<file path="config.mk">
export PLATFORM = sky130hd
export DESIGN_NAME = sgd_x_rd_flat
export DESIGN_NICKNAME = d
export VERILOG_FILES = /design/src/rtl/sgd_x_rd_if.sv /design/src/rtl/sgd_x_rd.sv /design/src/flat_wrapper.sv
export SDC_FILE = /design/constraint.sdc
export NUM_CORES = 1
export LEC_CHECK = 0
export CORE_MARGIN = 10
export CORE_UTILIZATION = 25
export DETAILED_ROUTE_END_ITERATION = 6
export GPL_TIMING_DRIVEN = 0
export PLACE_DENSITY = 0.52
export REMOVE_ABC_BUFFERS = 1
export SLEW_MARGIN = 20
export SYNTH_ARGS = -nofsm -noshare
export SYNTH_HDL_FRONTEND = slang
export SYNTH_SLANG_ARGS = --single-unit
</file>
<file path="constraint.sdc">
create_clock -name i_clk -period 9.5 [get_ports i_clk]
set_input_delay 1.9 -clock i_clk [delete_from_list [all_inputs] [get_ports i_clk]]
set_output_delay 1.9 -clock i_clk [all_outputs]
set_load 0.01 [all_outputs]
</file>
<file path="src/rtl/sgd_x_rd_if.sv">
// Bus bundle for sgd_x_rd: x BRAM read port plus the chunk stream toward the ax pipeline.
// master = the reader block, slave = BRAM/ax side.
interface sgd_x_rd_if #(
  parameter int unsigned ADDR_WIDTH = 9,
  parameter int unsigned DATA_WIDTH = 256
);
  logic                  x_rd_en;
  logic [ADDR_WIDTH-1:0] x_rd_addr;
  logic [DATA_WIDTH-1:0] x_rd_data;
  logic                  x_out_valid;
  logic                  x_out_ready;
  logic [DATA_WIDTH-1:0] x_out_data;
  logic                  x_out_first;
  logic                  x_out_last;

  modport master (
    output x_rd_en, x_rd_addr,
    input  x_rd_data,
    output x_out_valid, x_out_data, x_out_first, x_out_last,
    input  x_out_ready
  );

  modport slave (
    input  x_rd_en, x_rd_addr,
    output x_rd_data,
    input  x_out_valid, x_out_data, x_out_first, x_out_last,
    output x_out_ready
  );
endinterface

</file>
<file path="src/rtl/sgd_x_rd.sv">
// Credit-gated reader of the model x BRAM. Waits for a group credit from sgd_x_wr, reads all
// chunks of the model in address order and streams them through a skid FIFO with valid/ready.
module sgd_x_rd #(
  parameter int unsigned ADDR_WIDTH   = 9,
  parameter int unsigned DATA_WIDTH   = 256,
  parameter int unsigned CHUNK_SHIFT  = 6,
  parameter int unsigned NUM_OF_BANKS = 8,
  parameter int unsigned RD_LATENCY   = 2,
  parameter int unsigned FIFO_DEPTH   = 4
) (
  input  logic              i_clk,
  input  logic              i_rst_n,
  input  logic              i_started,
  input  logic [31:0]       i_dimension,
  input  logic [31:0]       i_number_of_epochs,
  input  logic [31:0]       i_number_of_samples,
  input  logic [7:0]        i_x_wr_credit_counter,
  sgd_x_rd_if.master        x_if,
  output logic              o_sgd_x_rd_done,
  output logic              o_sgd_x_rd_error,
  output logic [31:0]       o_state_counters_x_rd
);

  localparam int unsigned PtrW = (FIFO_DEPTH > 1) ? $clog2(FIFO_DEPTH) : 1;
  localparam int unsigned CntW = $clog2(FIFO_DEPTH + 1);
  localparam int unsigned EntW = DATA_WIDTH + 2;

  typedef enum logic [2:0] {
    StIdle   = 3'd0,
    StStart  = 3'd1,
    StEpoch  = 3'd2,
    StWait   = 3'd3,
    StRead   = 3'd4,
    StDrain  = 3'd5,
    StFinish = 3'd6
  } state_e;

  state_e                r_state;
  logic                  r_started_q;
  logic [7:0]            r_credit;
  logic [7:0]            r_consumed;
  logic [31:0]           r_dim, r_samples, r_epochs, r_groups;
  logic [31:0]           r_epoch_idx, r_group_idx;
  logic [11:0]           r_chunks, r_addr;
  logic                  r_done, r_error;
  logic                  r_rd_en, r_rd_first, r_rd_last;
  logic [ADDR_WIDTH-1:0] r_rd_addr;
  logic [RD_LATENCY-1:0] r_sr_vld, r_sr_first, r_sr_last;
  logic [EntW-1:0]       r_mem [FIFO_DEPTH];
  logic [PtrW-1:0]       r_wr_ptr, r_rd_ptr;
  logic [CntW-1:0]       r_count;

  logic [32:0]           w_dim_round;
  logic [11:0]           w_chunks;
  logic [31:0]           w_groups, w_grp_next;
  logic [7:0]            w_avail, w_inflight, w_total;
  logic                  w_has_credit, w_last_chunk, w_push, w_pop, w_room, w_pipe_empty;
  logic [EntW-1:0]       w_head;

  assign w_dim_round  = {1'b0, r_dim} + 33'((1 << CHUNK_SHIFT) - 1);
  assign w_chunks     = 12'(w_dim_round >> CHUNK_SHIFT);
  assign w_groups     = r_samples / 32'(NUM_OF_BANKS);
  assign w_avail      = r_credit - r_consumed;
  assign w_has_credit = (w_avail != 8'd0);
  assign w_last_chunk = (r_addr == r_chunks - 12'd1);
  assign w_grp_next   = r_group_idx + 32'd1;
  assign w_push       = r_sr_vld[RD_LATENCY-1];
  assign w_pop        = (r_count != '0) && x_if.x_out_ready;

  // Occupancy plus outstanding reads as they will stand after this edge; a new strobe is only
  // allowed if that total leaves a free slot, so the FIFO can never overflow.
  always_comb begin
    w_inflight = 8'(r_rd_en);
    for (int i = 0; i < int'(RD_LATENCY) - 1; i++) begin
      w_inflight = w_inflight + 8'(r_sr_vld[i]);
    end
    w_total      = 8'(r_count) + 8'(w_push) - 8'(w_pop) + w_inflight;
    w_room       = (w_total < 8'(FIFO_DEPTH));
    w_pipe_empty = !r_rd_en && (r_sr_vld == '0) && (r_count == '0);
  end

  // Control FSM: credit accounting, epoch/group sequencing and read-strobe issue.
  always_ff @(posedge i_clk) begin
    if (!i_rst_n) begin
      r_state     <= StIdle;
      r_started_q <= 1'b0;
      r_credit    <= '0;
      r_consumed  <= '0;
      r_dim       <= '0;
      r_samples   <= '0;
      r_epochs    <= '0;
      r_groups    <= '0;
      r_chunks    <= '0;
      r_epoch_idx <= '0;
      r_group_idx <= '0;
      r_addr      <= '0;
      r_done      <= 1'b0;
      r_error     <= 1'b0;
      r_rd_en     <= 1'b0;
      r_rd_addr   <= '0;
      r_rd_first  <= 1'b0;
      r_rd_last   <= 1'b0;
    end else begin
      r_started_q <= i_started;
      r_credit    <= i_x_wr_credit_counter;
      r_rd_en     <= 1'b0;
      unique case (r_state)
        StIdle: begin
          if (i_started && !r_started_q) begin
            r_dim     <= i_dimension;
            r_samples <= i_number_of_samples;
            r_epochs  <= i_number_of_epochs;
            r_state   <= StStart;
          end
        end
        StStart: begin
          r_epoch_idx <= '0;
          r_consumed  <= '0;
          r_done      <= 1'b0;
          r_error     <= 1'b0;
          r_chunks    <= w_chunks;
          r_groups    <= w_groups;
          if (r_dim == '0 || r_samples == '0) begin
            r_error <= 1'b1;
            r_state <= StFinish;
          end else begin
            r_state <= StEpoch;
          end
        end
        StEpoch: begin
          if (r_epoch_idx == r_epochs) begin
            r_state <= StDrain;
          end else begin
            r_group_idx <= '0;
            r_epoch_idx <= r_epoch_idx + 32'd1;
            r_state     <= StWait;
          end
        end
        StWait: begin
          if (r_group_idx == r_groups) begin
            r_state <= StEpoch;
          end else if (w_has_credit) begin
            r_consumed <= r_consumed + 8'd1;
            r_addr     <= '0;
            r_state    <= StRead;
          end
        end
        StRead: begin
          if (w_room) begin
            r_rd_en    <= 1'b1;
            r_rd_addr  <= ADDR_WIDTH'(r_addr);
            r_rd_first <= (r_addr == '0);
            r_rd_last  <= w_last_chunk;
            if (!w_last_chunk) begin
              r_addr <= r_addr + 12'd1;
            end else begin
              r_addr <= '0;
              // Chain straight into the next group when credit allows, avoiding a WAIT bubble.
              if (w_grp_next != r_groups && w_has_credit) begin
                r_group_idx <= w_grp_next;
                r_consumed  <= r_consumed + 8'd1;
              end else if (w_grp_next == r_groups && r_epoch_idx != r_epochs && w_has_credit) begin
                r_group_idx <= '0;
                r_epoch_idx <= r_epoch_idx + 32'd1;
                r_consumed  <= r_consumed + 8'd1;
              end else begin
                r_group_idx <= w_grp_next;
                r_state     <= StWait;
              end
            end
          end
        end
        StDrain: begin
          if (w_pipe_empty) begin
            r_done  <= 1'b1;
            r_state <= StFinish;
          end
        end
        StFinish: begin
          r_state <= StFinish;
        end
        default: r_state <= StIdle;
      endcase
    end
  end

  // Read-latency tracker and FIFO pointers; reset drops every outstanding read.
  always_ff @(posedge i_clk) begin
    if (!i_rst_n) begin
      r_sr_vld   <= '0;
      r_sr_first <= '0;
      r_sr_last  <= '0;
      r_wr_ptr   <= '0;
      r_rd_ptr   <= '0;
      r_count    <= '0;
    end else begin
      r_sr_vld[0]   <= r_rd_en;
      r_sr_first[0] <= r_rd_first;
      r_sr_last[0]  <= r_rd_last;
      for (int i = 1; i < int'(RD_LATENCY); i++) begin
        r_sr_vld[i]   <= r_sr_vld[i-1];
        r_sr_first[i] <= r_sr_first[i-1];
        r_sr_last[i]  <= r_sr_last[i-1];
      end
      if (w_push) begin
        r_wr_ptr <= (r_wr_ptr == PtrW'(FIFO_DEPTH - 1)) ? '0 : r_wr_ptr + PtrW'(1);
      end
      if (w_pop) begin
        r_rd_ptr <= (r_rd_ptr == PtrW'(FIFO_DEPTH - 1)) ? '0 : r_rd_ptr + PtrW'(1);
      end
      r_count <= r_count + CntW'(w_push) - CntW'(w_pop);
    end
  end

  // FIFO storage, tagged with first/last; contents need no reset since valid gates the head.
  always_ff @(posedge i_clk) begin
    if (w_push) begin
      r_mem[r_wr_ptr] <= {r_sr_first[RD_LATENCY-1], r_sr_last[RD_LATENCY-1], x_if.x_rd_data};
    end
  end

  assign w_head                = r_mem[r_rd_ptr];
  assign x_if.x_rd_en          = r_rd_en;
  assign x_if.x_rd_addr        = r_rd_addr;
  assign x_if.x_out_valid      = (r_count != '0);
  assign x_if.x_out_data       = x_if.x_out_valid ? w_head[DATA_WIDTH-1:0] : '0;
  assign x_if.x_out_first      = x_if.x_out_valid & w_head[DATA_WIDTH+1];
  assign x_if.x_out_last       = x_if.x_out_valid & w_head[DATA_WIDTH];
  assign o_sgd_x_rd_done       = r_done;
  assign o_sgd_x_rd_error      = r_error;
  assign o_state_counters_x_rd = {r_state, r_consumed, r_group_idx[20:0]};

endmodule

</file>
<file path="src/flat_wrapper.sv">
// flat-port wrapper written by rule: the top's interface ports become plain ports
module sgd_x_rd_flat 
#(
  parameter int unsigned ADDR_WIDTH   = 9,
  parameter int unsigned DATA_WIDTH   = 256,
  parameter int unsigned CHUNK_SHIFT  = 6,
  parameter int unsigned NUM_OF_BANKS = 8,
  parameter int unsigned RD_LATENCY   = 2,
  parameter int unsigned FIFO_DEPTH   = 4
)
  (i_clk, i_rst_n, i_started, i_dimension, i_number_of_epochs, i_number_of_samples, i_x_wr_credit_counter, o_sgd_x_rd_done, o_sgd_x_rd_error, o_state_counters_x_rd, x_if_x_rd_en, x_if_x_rd_addr, x_if_x_rd_data, x_if_x_out_valid, x_if_x_out_data, x_if_x_out_first, x_if_x_out_last, x_if_x_out_ready);
  sgd_x_rd_if #(.ADDR_WIDTH(ADDR_WIDTH), .DATA_WIDTH(DATA_WIDTH)) x_if_i ();
  input  logic i_clk;
  input  logic i_rst_n;
  input  logic i_started;
  input  logic [31:0] i_dimension;
  input  logic [31:0] i_number_of_epochs;
  input  logic [31:0] i_number_of_samples;
  input  logic [7:0] i_x_wr_credit_counter;
  output logic o_sgd_x_rd_done;
  output logic o_sgd_x_rd_error;
  output logic [31:0] o_state_counters_x_rd;
  output wire logic [$bits(x_if_i.x_rd_en)-1:0] x_if_x_rd_en;
  output wire logic [$bits(x_if_i.x_rd_addr)-1:0] x_if_x_rd_addr;
  input wire logic [$bits(x_if_i.x_rd_data)-1:0] x_if_x_rd_data;
  output wire logic [$bits(x_if_i.x_out_valid)-1:0] x_if_x_out_valid;
  output wire logic [$bits(x_if_i.x_out_data)-1:0] x_if_x_out_data;
  output wire logic [$bits(x_if_i.x_out_first)-1:0] x_if_x_out_first;
  output wire logic [$bits(x_if_i.x_out_last)-1:0] x_if_x_out_last;
  input wire logic [$bits(x_if_i.x_out_ready)-1:0] x_if_x_out_ready;
  assign x_if_x_rd_en = x_if_i.x_rd_en;
  assign x_if_x_rd_addr = x_if_i.x_rd_addr;
  assign x_if_i.x_rd_data = x_if_x_rd_data;
  assign x_if_x_out_valid = x_if_i.x_out_valid;
  assign x_if_x_out_data = x_if_i.x_out_data;
  assign x_if_x_out_first = x_if_i.x_out_first;
  assign x_if_x_out_last = x_if_i.x_out_last;
  assign x_if_i.x_out_ready = x_if_x_out_ready;
  sgd_x_rd #(.ADDR_WIDTH(ADDR_WIDTH), .DATA_WIDTH(DATA_WIDTH), .CHUNK_SHIFT(CHUNK_SHIFT), .NUM_OF_BANKS(NUM_OF_BANKS), .RD_LATENCY(RD_LATENCY), .FIFO_DEPTH(FIFO_DEPTH)) u_core (.i_clk(i_clk), .i_rst_n(i_rst_n), .i_started(i_started), .i_dimension(i_dimension), .i_number_of_epochs(i_number_of_epochs), .i_number_of_samples(i_number_of_samples), .i_x_wr_credit_counter(i_x_wr_credit_counter), .x_if(x_if_i), .o_sgd_x_rd_done(o_sgd_x_rd_done), .o_sgd_x_rd_error(o_sgd_x_rd_error), .o_state_counters_x_rd(o_state_counters_x_rd));
endmodule
</file>
* After elaboration in Yosys (flattened, before gate mapping) *
Memories as Yosys holds them, arrays and structs flattened. A register that Yosys moved wholly into a read port is not among the register bits.
Index checks and enable logic that the tools add are counted.

storage, ports and cells
  bits in latches = 0
  logic and storage cells = 147
  memories = 1
  output and inout bits = 303
  ROM bits = 0
  RAM bits = 1032
  register bits after elaboration = 260
  input bits = 364

operators by class
  multiply operators = 0
  add/subtract/negate cells = 15
  shift-type cells = 0
  mux-type cells = 46
  div/mod/pow operators = 0
  magnitude comparators = 1
  bitwise operators = 2
  reduce and logical (&&, ||, !) cells = 32
  equal/unequal tests = 26

memory list
  name          depth  bits a word  rd ports  clocked after memory_dff  write ports  RTL line        RTL
  u_core.r_mem  4      258          1         1                         1            sgd_x_rd.sv:49  logic [EntW-1:0] r_mem [FIFO_DEPTH];

operators by type and width
  kind                                                                   number
  32-bit 2-to-1 mux                                                      10
  256-bit 2-to-1 mux                                                     1
  32-bit case mux with 3 select lines                                    1
  32-bit by 1-bit adder with 32-bit output (second input constant)       2
  32-bit by 29-bit equality test with 1-bit output                       2
  32-bit logical NOT                                                     2
  32-bit case mux with 2 select lines                                    1
  12-bit 2-to-1 mux                                                      4
  8-bit 2-to-1 mux                                                       6
  32-bit equality test                                                   1
  32-bit by 29-bit != test with 1-bit output                             1
  32-bit != test                                                         1
  3-bit 2-to-1 mux                                                       10
  12-bit case mux with 2 select lines                                    1
  8-bit case mux with 3 select lines                                     1
  3-bit case mux with 7 select lines                                     1
  18-bit by 6-bit adder with 18-bit output (second input constant)       1
  12-bit by 1-bit adder with 12-bit output (second input constant)       1
  12-bit equality test                                                   1
  12-bit logical NOT                                                     1
  2-bit by 1-bit != test with 1-bit output (second input constant)       6
  6-bit AND reduction                                                    2
  12-bit by 1-bit subtractor with 12-bit output (second input constant)  1
  3-bit equality test (second input constant)                            3
  other kinds (30)                                                       61

* Depth between registers and ports, before layout *
  depth in word-level cells = 9
  mapped depth = 17
  depth with buffers taken out = 15

* Least setup slack after synthesis *
No wires, ideal clock.

  kind = flip-flop to flip-flop
  from = register u_core.r_wr_ptr[0]
  to = memory u_core.r_mem[0][0] (netlist bit) (enable)
  buffers on the path = 0
  period minus slack after synthesis = 7.040 ns
  data required time = 8.849 ns
  slack = 2.460 ns
  data arrival time = 6.390 ns
  library setup time = 0.651 ns
  stages on the path, launching flop included = 4
  path through = dfxtp_1 inv_1 ha_1 and2_1

RTL lines
  item                    RTL line         RTL
  start, declared         sgd_x_rd.sv:50   logic [PtrW-1:0] r_wr_ptr, r_rd_ptr;
  start signal, assigned  sgd_x_rd.sv:206  r_wr_ptr <= (r_wr_ptr == PtrW'(FIFO_DEPTH - 1)) ? '0 : r_wr_ptr + PtrW'(1);
  end, declared           sgd_x_rd.sv:49

No word-level cell before the write port.

==> run metrics <==
status finished, final reports clean; Tightest Pin Transition ~990 ps; core area 206,700 um^2; power after layout around 17,000 uW; Avg Cell Area, Syn 15.74 um^2; CP Launch Type flop; DIE WIDTH 475.2 um; largest net degree at the start of global routing approximately 100; maximum VDD drop ~0.18 mV; antenna-violating nets left 0; post-route design area roughly 68,000 um^2; worst path arrival time 4030 ps; drt total wl 146.9 mm; yosys warns 0; CP Capture Type output pin; top cells by area, synth edfxtp_1 60%, mux4_2 11%, dfxtp_1 10%; Post-CTS Setup Inserts 0; Post-Synthesis Cells between 3,000 and 4,000; CTS tree yes; io pins approximately 670; library cells used by synthesis 71; worst skew pair latency between 700 and 800 ps; clock tree buffer depth 3; Final Cycle Share a little over three fifths; Min Clock Period, post-route a little under 6000 ps; power density over the cells roughly 260 nW/um^2; via count just over 30,000; non-filler cells, final approximately 6,800; asr flop ratio synth 0%; Synth area leader edfxtp_1; Synth Flop Type edfxtp_1; Final Hold Vio Count 0; DP Area about 63,000 um^2; CP Data Required Time ~7600 ps; root buffer cell clkbuf_16; Post-synth EDFFs 1,032; part of the Yosys area used for sequential elements between 60 and 70%; critical path class reg -> out; Achievable Freq between 0.15 and 0.2 GHz; Max Fanout on Critical Path 31; Worst Hold Class reg -> reg; layout cells sized above 1 between 10% and 20%; GPL Wtd Cong about 0.8; post-cts hold buffer count 0; H-tree depth reported by CTS 4; Final Max Tran Viols 0; CTS buffer count around 150; Starting Density around 25%; TritonCTS Sinks about 1,300; vias in the first global route approximately 30,000; DRT Pass-1 Iters 5; LEAKAGE approximately 0.021 uW; Inst Count DP roughly 6,500; Fillers a little over 20,000; unrepaired setup endpoints after global routing false; first-pass GRT wire length around 210 mm; Reg clk slew, reported paths 60 ps; DR DRC count 0; Detail Placement HPWL 102.2 mm; final setup fails 0; post-synth top area share about three fifths; nets 4,372; post_cts resized 0; Area Overhead vs Synth 30.34%; final hold slack ~430 ps; Slew headroom 34.07%; skew final ~62 ps; GRT overflow 0; Port Buffers between 600 and 700; initial antenna violation count 59; number of synthesized register bits ~1,300; drt wl/cell between 20 and 25 um; DIE AREA about 230,000 um^2; gr usage total about 13%; die height between 400 and 500 um; initial DRC count about 1,900; row count around 170; MaxCap Viol Count 0; DR vias/cell around 4.4; Finished Core Util between 30 and 40%; Synth Cell Area roughly 52,000 um^2
[synthesized netlist by cell type (5+ instances only)]
library cell	count
a211oi_1	12
a21oi_1	179
a31oi_1	11
and2_1	286
and3_1	16
and4_1	11
buf_1	38
buf_2	17
buf_4	23
clkbuf_1	125
dfxtp_1	262
edfxtp_1	1032
ha_1	30
inv_1	41
mux2i_1	5
mux4_2	258
nand2_1	345
nand2b_1	7
nand3_1	42
nand4_1	38
nor2_1	122
nor2b_1	8
nor3_1	27
nor4_1	34
o2111ai_1	6
o211ai_1	13
o21a_1	5
o21ai_0	33
o31ai_1	7
or2_2	7
or3_1	22
or4_1	19
xnor2_1	117
xor2_1	34
[layout by cell type, fill, tap and decap left out, drive strengths merged, types with 10 or more instances in the layout]
| master | n |
|---|---|
| xor2 | 34 |
| nor4 | 37 |
| ha | 30 |
| dfxtp | 262 |
| and4 | 11 |
| clkbuf | 196 |
| and3 | 16 |
| clkinv | 48 |
| xnor2 | 118 |
| nand2 | 345 |
| and2 | 287 |
| mux4 | 258 |
| bufinv | 11 |
| inv | 48 |
| nor3 | 27 |
| or2 | 10 |
| buf | 74 |
| a21oi | 179 |
| diode | 18 |
| nand4 | 39 |
| nand3 | 42 |
| o211ai | 15 |
| a211oi | 12 |
| or3 | 23 |
| o21ai | 36 |
| edfxtp | 1032 |
| clkdlybuf4s50 | 665 |
| a31oi | 11 |
| nor2 | 122 |
| or4 | 19 |
[layer usage]
| metal | vias to the layer above | part of all wire, % | track usage (%) |
|---|---|---|---|
| li1 | 13860 | - | - |
| met1 | 15310 | 41 | 15.71 |
| met2 | 802 | 47 | 20.01 |
| met3 | 286 | 8.1 | 4.307 |
| met4 | 52 | 3.7 | 5.051 |
| met5 | - | 0.22 | 0 |
[area by class of cell]
class / instances / area, um^2 / area share (%)
clock buffers: 196 / 3999 / 5.923
repair buffers: 739 / 8189 / 12.13
clock inverters: 68 / 883.3 / 1.308
multi-input cells: 1754 / 14610 / 21.64
well taps: 2704 / 3383 / 5.011
diodes: 18 / 45.04 / 0.06671
flip-flops and latches: 1294 / 36240 / 53.68
inverters: 41 / 161.4 / 0.2391
[path summary, 6_finish.rpt]
kind                            start                      to  slack, ps  depth (start not counted)
setup reg to reg    u_core.r_count[2]  u_core.r_epoch_idx[25]       4480                         14
hold reg to reg   u_core.r_sr_last[0]     u_core.r_sr_last[1]        430                          1
hold / removal    u_core.r_sr_last[0]     u_core.r_sr_last[1]        430                          1
setup / recovery                 flop     x_if_x_out_data[48]       3570                          7
[critical path, stage by stage (launching register included)]
cell	delay, ps
dfxtp_4	760
buf_16	320
buf_16	290
buf_16	270
buf_12	250
mux4_2	520
and2_1	170
clkdlybuf4s50_1	540
[stage by stage]
step	setup slack, ps	setup TNS, ps
5_1_grt	3248	0
4_1_cts	3325	0
6_report	3570	0
3_3_place_gp	-11600	-7781030
3_5_place_dp	3015	0
2_1_floorplan	-3872	-998950
[where the power goes]
group | internal, uW | total, uW | switching (uW)
registers | 6270 | 6440 | 178
logic | 2520 | 5160 | 2630
clock network | 3300 | 5690 | 2390
total | 12100 | 17300 | 5200
[flip-flops by register name, indices dropped and copies added, names as in the netlist, 9 cells and up, named ones only]
| name | cells |
|---|---|
| u_core.r_mem | 1032 |
| u_core.r_dim | 32 |
| u_core.r_epoch_idx | 32 |
| u_core.r_epochs | 32 |
| u_core.r_group_idx | 32 |
| u_core.r_samples | 32 |
| u_core.r_groups | 29 |
| u_core.r_addr | 12 |
| u_core.r_chunks | 12 |
| u_core.x_if.x_rd_addr | 9 |
[cells by family (layout without fill, tap and decap cells)]
logic type | after synthesis | after routing | share of synthesized area [%]
mux | 264 | 264 | 11.34
simple gates | 1011 | 1011 | 10.04
compound gates | 296 | 296 | 3.355
fa+ha+maj | 31 | 31 | 0.7633
buf+inv | 244 | 1044 | 1.976
other cells | 0 | 18 | 0
xor+xnor | 152 | 152 | 2.584
flops | 1294 | 1294 | 69.95
Power figures use the tool's default switching activity.
